`src/rtl/timer_counter.sv`:
```
// Memory-mapped down-counting timer with one-shot / auto-reload modes and a maskable irq.
// Define TIMER_BE_EN to enable per-byte write merging on CTRL/PRESET.
module timer_counter #(
  parameter int WIDTH = 32
) (
  input  logic        clk,
  input  logic        reset,
  input  logic [1:0]  addr,
  input  logic [3:0]  be,
  input  logic [31:0] wd,
  input  logic        we,
  output logic [31:0] rd,
  output logic        irq
);

  typedef enum logic [1:0] {
    S_IDLE = 2'd0,
    S_LOAD = 2'd1,
    S_CNT  = 2'd2,
    S_INT  = 2'd3
  } state_e;

  localparam logic [1:0] A_CTRL   = 2'd0;
  localparam logic [1:0] A_PRESET = 2'd1;
  localparam logic [1:0] A_COUNT  = 2'd2;

  // ctrl_q = {IM, MODE[1:0], EN}
  logic [3:0]       ctrl_q, ctrl_d;
  logic [WIDTH-1:0] preset_q, preset_d;
  logic [WIDTH-1:0] count_q, count_d;
  logic             irq_flag_q, irq_flag_d;
  state_e           state_q, state_d;

  logic        ctrl_en, ctrl_im, auto_reload;
  logic        wr_ctrl, wr_preset, sw_clr;
  logic        fsm_en_clr, fsm_irq_set, fsm_irq_clr;
  logic [31:0] wmask;
  logic [31:0] ctrl_wr_val, preset_wr_val;

  assign ctrl_en     = ctrl_q[0];
  assign ctrl_im     = ctrl_q[3];
  assign auto_reload = (ctrl_q[2:1] == 2'b01);

  assign wr_ctrl   = we && (addr == A_CTRL);
  assign wr_preset = we && (addr == A_PRESET);

`ifdef TIMER_BE_EN
  always_comb begin
    for (int i = 0; i < 4; i++) wmask[8*i +: 8] = {8{be[i]}};
  end
  assign sw_clr = (wr_ctrl || wr_preset) && (be != 4'b0000);
`else
  logic unused_be;
  assign unused_be = ^be;
  assign wmask     = 32'hFFFF_FFFF;
  assign sw_clr    = wr_ctrl || wr_preset;
`endif

  assign ctrl_wr_val   = (wd & wmask) | ({28'd0, ctrl_q} & ~wmask);
  assign preset_wr_val = (wd & wmask) | (32'(preset_q) & ~wmask);

  // Counter FSM: decisions use the pre-edge CTRL/PRESET contents.
  always_comb begin
    state_d     = state_q;
    count_d     = count_q;
    fsm_en_clr  = 1'b0;
    fsm_irq_set = 1'b0;
    fsm_irq_clr = 1'b0;
    case (state_q)
      S_IDLE: if (ctrl_en) state_d = S_LOAD;
      S_LOAD: begin
        count_d = preset_q;
        state_d = S_CNT;
      end
      S_CNT: begin
        if (!ctrl_en) begin
          state_d = S_IDLE;
        end else if (count_q != '0) begin
          count_d = count_q - WIDTH'(1);
        end else begin
          state_d     = S_INT;
          fsm_irq_set = 1'b1;
        end
      end
      S_INT: begin
        if (auto_reload) begin
          fsm_irq_clr = 1'b1;
          state_d     = S_LOAD;
        end else begin
          fsm_en_clr = 1'b1;
          state_d    = S_IDLE;
        end
      end
      default: state_d = S_IDLE;
    endcase
  end

  // Register file; a software CTRL write overrides the one-shot EN clear.
  always_comb begin
    ctrl_d   = ctrl_q;
    preset_d = preset_q;
    if (fsm_en_clr) ctrl_d[0] = 1'b0;
    if (wr_ctrl)    ctrl_d    = ctrl_wr_val[3:0];
    if (wr_preset)  preset_d  = WIDTH'(preset_wr_val);
  end

  // A fresh terminal count wins over a same-edge clear so no interrupt is lost.
  always_comb begin
    irq_flag_d = irq_flag_q;
    if (sw_clr || fsm_irq_clr) irq_flag_d = 1'b0;
    if (fsm_irq_set)           irq_flag_d = 1'b1;
  end

  always_ff @(posedge clk or negedge reset) begin
    if (!reset) begin
      state_q    <= S_IDLE;
      ctrl_q     <= '0;
      preset_q   <= '0;
      count_q    <= '0;
      irq_flag_q <= 1'b0;
    end else begin
      state_q    <= state_d;
      ctrl_q     <= ctrl_d;
      preset_q   <= preset_d;
      count_q    <= count_d;
      irq_flag_q <= irq_flag_d;
    end
  end

  always_comb begin
    rd = 32'd0;
    case (addr)
      A_CTRL:   rd = {28'd0, ctrl_q};
      A_PRESET: rd = 32'(preset_q);
      A_COUNT:  rd = 32'(count_q);
      default:  rd = 32'd0;
    endcase
  end

  assign irq = irq_flag_q & ctrl_im;

endmodule

```
`config.mk`:
```
export PLATFORM = sky130hd
export DESIGN_NAME = timer_counter
export DESIGN_NICKNAME = d
export VERILOG_FILES = /design/src/rtl/timer_counter.sv
export SDC_FILE = /design/constraint.sdc
export NUM_CORES = 1
export LEC_CHECK = 0
export CAP_MARGIN = 0
export CELL_PAD_IN_SITES_DETAIL_PLACEMENT = 1
export CELL_PAD_IN_SITES_GLOBAL_PLACEMENT = 2
export CORE_AREA = 2 2 110 112
export CTS_CLUSTER_DIAMETER = 120
export DETAILED_ROUTE_END_ITERATION = 7
export DIE_AREA = 0 0 112 114
export PLACE_DENSITY_LB_ADDON = 0.3
export SLEW_MARGIN = 20
export SYNTH_ARGS = -nofsm -noshare
export SYNTH_HDL_FRONTEND = slang
export SYNTH_SLANG_ARGS = --single-unit
```
`constraint.sdc`:
```
create_clock -name clk -period 6.3 [get_ports clk]
set_clock_uncertainty 0.05 [all_clocks]
set_input_delay 1.89 -clock clk [delete_from_list [all_inputs] [get_ports clk]]
set_output_delay 1.89 -clock clk [all_outputs]
set_load 0.01 [all_outputs]
```
# Word level (Yosys, flattened, before mapping)
# Index checks and enable logic that the tools add are counted.
dict set report word_totals {
  register_bits 71
  inputBits 41
  output_inout_bits 33
}
dict set report op_classes {
  add_sub_neg 1
  eq_ne 10
  mux 20
  bitwise_logic 1
  reduce_logical 12
}
# cell n
set op_table {}
lappend op_table {{$pmux 32 s3} 1}
lappend op_table {{$mux 32} 2}
lappend op_table {{$pmux 32 s2} 1}
lappend op_table {{$reduce_bool 32->1} 1}
lappend op_table {{$sub 32x1->32 const B} 1}
lappend op_table {{$mux 1} 12}
lappend op_table {{$pmux 2 s4} 1}
lappend op_table {{$eq 2x1->1 const B} 3}
lappend op_table {{$eq 2x2->1 const B} 3}
lappend op_table {{$mux 2} 3}
lappend op_table {{$ne 2x2->1 const B} 3}
lappend op_table {{$reduce_bool 2->1} 3}
lappend op_table {{$logic_not 2->1} 2}
lappend op_table {{$ne 3x3->1 const B} 1}
lappend op_table {{$reduce_and 3->1} 1}
lappend op_table {{$logic_and 1x1->1} 2}
lappend op_table {{$logic_or 1x1->1} 2}
lappend op_table {{$reduce_and 2->1} 1}
lappend op_table {{$and 1x1->1} 1}

# Depth between registers and ports, before layout
dict set report depth {
  word_depth 6
  ltp_mapped 9
}

# Worst setup path after synthesis
# Ideal clock, no wire load.
dict set report synth_path {
  path_type {input port to output port}
  startpoint {in addr[1]}
  endpoint {out rd[10]}
  t_arrival_ps 3101
  t_required_ps 4360
  path_slack_ps 1259
  cell_stages 5
  path_buffers 3
  path_cell_list {clkbuf_1 -> nor2b_1 -> clkbuf_1 -> buf_1 -> a22o_1}
}
dict set report synth_via {
  elab_chain_cells 2
}
# element line
set synth_rtl {}
lappend synth_rtl {{from (decl)} 8} ;# input logic [1:0] addr,
lappend synth_rtl {{$eq 2x2->1, or another cell as far along} 132} ;# case (addr)
lappend synth_rtl {{$pmux 32 s3 *} 132}
lappend synth_rtl {{to (decl)} 12} ;# output logic [31:0] rd,
# Mark *: on every way between the ends. The rest lies on a longest branch, timed or not.

# Final worst setup path
dict set report layout_path {
  startpoint {in addr[0]}
  endpoint {out rd[21]}
}
# Same word-level chain as after synthesis.

==> metrics.md <==
| Metric | Value |
|---|---|
| Crit-path max cell delay | `approximately 0.54 ns` |
| Yosys Warn Count | `0` |
| Fin area | `slightly above 5000 µm²` |
| DRT antenna net count | `0` |
| Initial antenna violation count | `0` |
| Post-Synthesis Cells | `a little over 400` |
| PostCTS Resize Cnt | `0` |
| Worst hold path type | `reg -> reg` |
| First-pass GRT wire length | `between 20 and 25 mm` |
| Routed vias | `around 3,600` |
| Power per Cell Area | `between 400 and 500 nW/µm²` |
| Crit-path cells | `clkdlybuf4s50_1, nor2b_2, buf_4, a22o_1, clkdlybuf4s50_1` |
| Crit-path max FO | `28` |
| Layout cells sized above 1 | `between 10% and 20%` |
| Max Slew Vio Count | `0` |
| Die Y | `roughly 110 µm` |
| Final-stage net count | `503` |
| Clk_lat worst skew | `0.34 ns` |
| Ant. Diodes | `0` |
| Global route overflow | `0` |
| Setup TNS Final | `0 ns` |
| DRT iter0 DRCs | `about 150` |
| Max-cap viol count | `0` |
| Total Wirelength | `12.36 mm` |
| Area after DPL | `between 4000 and 5000 µm²` |
| Setup Buffers After CTS | `0` |
| Fin crit period | `approximately 5.7 ns` |
| P_leak | `about 2.0 nW` |
| FFs w/ async S/R, synth | `100.0%` |
| IO Count | `74` |
| Synthesized Nets | `446` |
| Worst-Margin Slew | `about 1.0 ns` |
| Crit path DAT | `approximately 3.7 ns` |
| Clk pin slew, worst setup/hold paths | `0.06 ns` |
| Top FF cell, synth | `dfrtp_1` |
| Setup Crit Path Kind | `in -> out` |
| Initial core utilization | `between 30% and 40%` |
| RSZ-0062 raised after global routing | `no` |
| Drc violations | `0` |
| CORE AREA | `between 10,000 and 15,000 µm²` |
| IO Port Bufs | `~70` |
| Dpl hpwl | `8.162 mm` |
| CP Launch Type | `input port` |
| Seq/Total Area, Yosys | `between 40% and 50%` |
| Synth-to-layout area growth | `27.25%` |
| Maximum clock frequency | `approximately 180 MHz` |
| Die Wd | `between 100 and 150 µm` |
| Mapped Avg Cell Area | `around 10 µm²` |
| Post-Syn Area | `4050 µm²` |
| Rel. slew slack | `31.99%` |
| DR pass1 iterations | `5` |
| DR WL/cell | `around 20 µm` |
| Buffers from clock root to sink, at most | `2` |
| CTS tree | `built` |
| Slowest-stage cell, CP | `clkdlybuf4s50_1` |
| Clock root cell | `clkbuf_16` |
| H-tree levels | `3` |
| Sink Count | `71` |
| Cell Rows | `40` |
| Hold-fix buffers, CTS | `0` |
| Routability congestion estimate | `~0.82` |
| Overall Power | `between 2 and 2.5 mW` |
| Post-synth EDFFs | `0` |
| Via count of the first global-routing pass | `3,805` |
| Total GRT Usage | `between 20% and 30%` |
| Via density | `~5.9` |
| Largest net degree at the start of global routing | `72` |
| Die area | `between 10,000 and 15,000 µm²` |
| Final hold violations | `0` |
| Distinct cell type count after synthesis | `52` |
| Crit path top cell by count | `clkdlybuf4s50_1` |
| Final setup vio count | `0` |
| Req. time, crit path | `approximately 4.4 ns` |
| CTS Buf Count | `9` |
| Peak supply drop | `approximately 0.13 mV` |
| Synth Register Bits | `~70` |
| Final period util | `about nine tenths` |
| Status | `finished clean` |
| Worst setup EP type | `output port` |
## power breakdown
| part | switching, mW | internal, mW | leakage, nW |
|---|---|---|---|
| clock network | 0.194 | 0.285 | 0.142 |
| logic | 0.417 | 0.407 | 1.00 |
| registers | 0.207 | 0.611 | 0.842 |
| total | 0.819 | 1.30 | 1.99 |
## flip-flops by register name (all words and copies together), names as in the netlist
register    cells
count_q        32
preset_q       32
ctrl_q          4
state_q         2
irq_flag_q      1
## worst max-delay path, delay by kind of cell
family | cells | cell delay, ns
compound gates | 1 | 0.25
buf+inv | 3 | 1.42
simple gates | 1 | 0.15
## path summary, 6_finish.rpt
kind,depth (start not counted),startpoint,slack (ns),to
setup reg to reg,6,count_q[7],3.02,count_q[12]
hold / removal,1,count_q[30],0.48,count_q[30]
max in group asynchronous,2,reset,3.84,count_q[17]
setup / recovery,5,addr[0],0.63,rd[21]
hold reg to reg,1,count_q[30],0.48,count_q[30]
min in group asynchronous,2,reset,1.74,preset_q[27]
## logic make-up (layout without fill, tap and decap cells)
kind of cell    Yosys count  count (layout)  share of synthesized area (%)
flops                    71              71                          43.87
compound gates          134             134                          24.81
xor+xnor                  1               1                         0.2163
simple gates            123             123                          16.53
buf+inv                  35              97                          3.552
fa+ha+maj                 1               1                         0.3089
mux                      39              39                          10.72
## through the flow
step,instances,utilization [%],hold WS (ns),setup slack (ns)
after global routing,613,44.01,0.5093,0.5507
after floorplan,404,-,0.4233,1.259
after CTS,613,44.01,0.4893,0.6516
after detailed placement,597,41.65,0.4740,0.6561
final,613,44.01,0.4809,0.6339
after global placement,597,41.65,0.4566,0.6377
## cell usage after synthesis, drive strengths merged, types with 7 or more instances
cell type / count / area (µm²)
a31oi: 9 / 62.56
buf: 14 / 65.06
or4: 7 / 63.81
a21oi: 12 / 60.06
nand3: 8 / 40.04
nor4: 13 / 81.33
nor3: 13 / 76.33
o22ai: 14 / 87.58
a2bb2oi: 7 / 61.31
dfrtp: 71 / 1777
a22o: 38 / 334.1
nor2: 26 / 97.59
o21ai: 16 / 80.07
clkbuf: 18 / 67.56
nand2: 28 / 105.1
mux2: 35 / 394.1
## layout by cell type, fill, tap and decap left out, types with 4 or more instances in the layout
| cell | Yosys | final |
|---|---|---|
| nand2_1 | 28 | 28 |
| o22ai_1 | 14 | 14 |
| a22oi_1 | 6 | 6 |
| nor2b_2 | 0 | 4 |
| o22a_1 | 4 | 4 |
| nor3_1 | 12 | 12 |
| mux2i_1 | 4 | 4 |
| dfrtp_1 | 71 | 71 |
| a22o_1 | 37 | 37 |
| a31oi_1 | 8 | 8 |
| clkinv_2 | 0 | 4 |
| nand3_1 | 8 | 8 |
| or3_1 | 5 | 5 |
| buf_4 | 1 | 8 |
| mux2_2 | 35 | 35 |
| clkbuf_16 | 0 | 9 |
| nor4_1 | 13 | 13 |
| a2bb2oi_1 | 7 | 7 |
| nor2_1 | 26 | 26 |
| clkdlybuf4s50_1 | 0 | 68 |
| nand2b_1 | 5 | 5 |
| o21ai_0 | 15 | 15 |
| a21oi_1 | 12 | 12 |
| o2bb2ai_1 | 6 | 6 |
| or4_1 | 4 | 4 |
## routing by layer
metal  wire, µm  GRT usage, %  vias to the layer above
met5          0             0                        -
met4        268         8.049                        0
met3        388         2.869                       19
met2       6104         34.18                       65
met1       5602         26.81                     1857
li1           -             -                     1688
## layout make-up
| type | instances | area, µm² |
|---|---|---|
| multi-input combinational | 298 | 2140 |
| fill | 1357 | 6558 |
| timing repair buffer | 78 | 765.7 |
| clock buffer | 12 | 256.5 |
| clock inverter | 4 | 20.02 |
| inverter | 3 | 11.26 |
| tap | 147 | 183.9 |
| sequential | 71 | 1777 |
(Power assumes the default switching activity.)
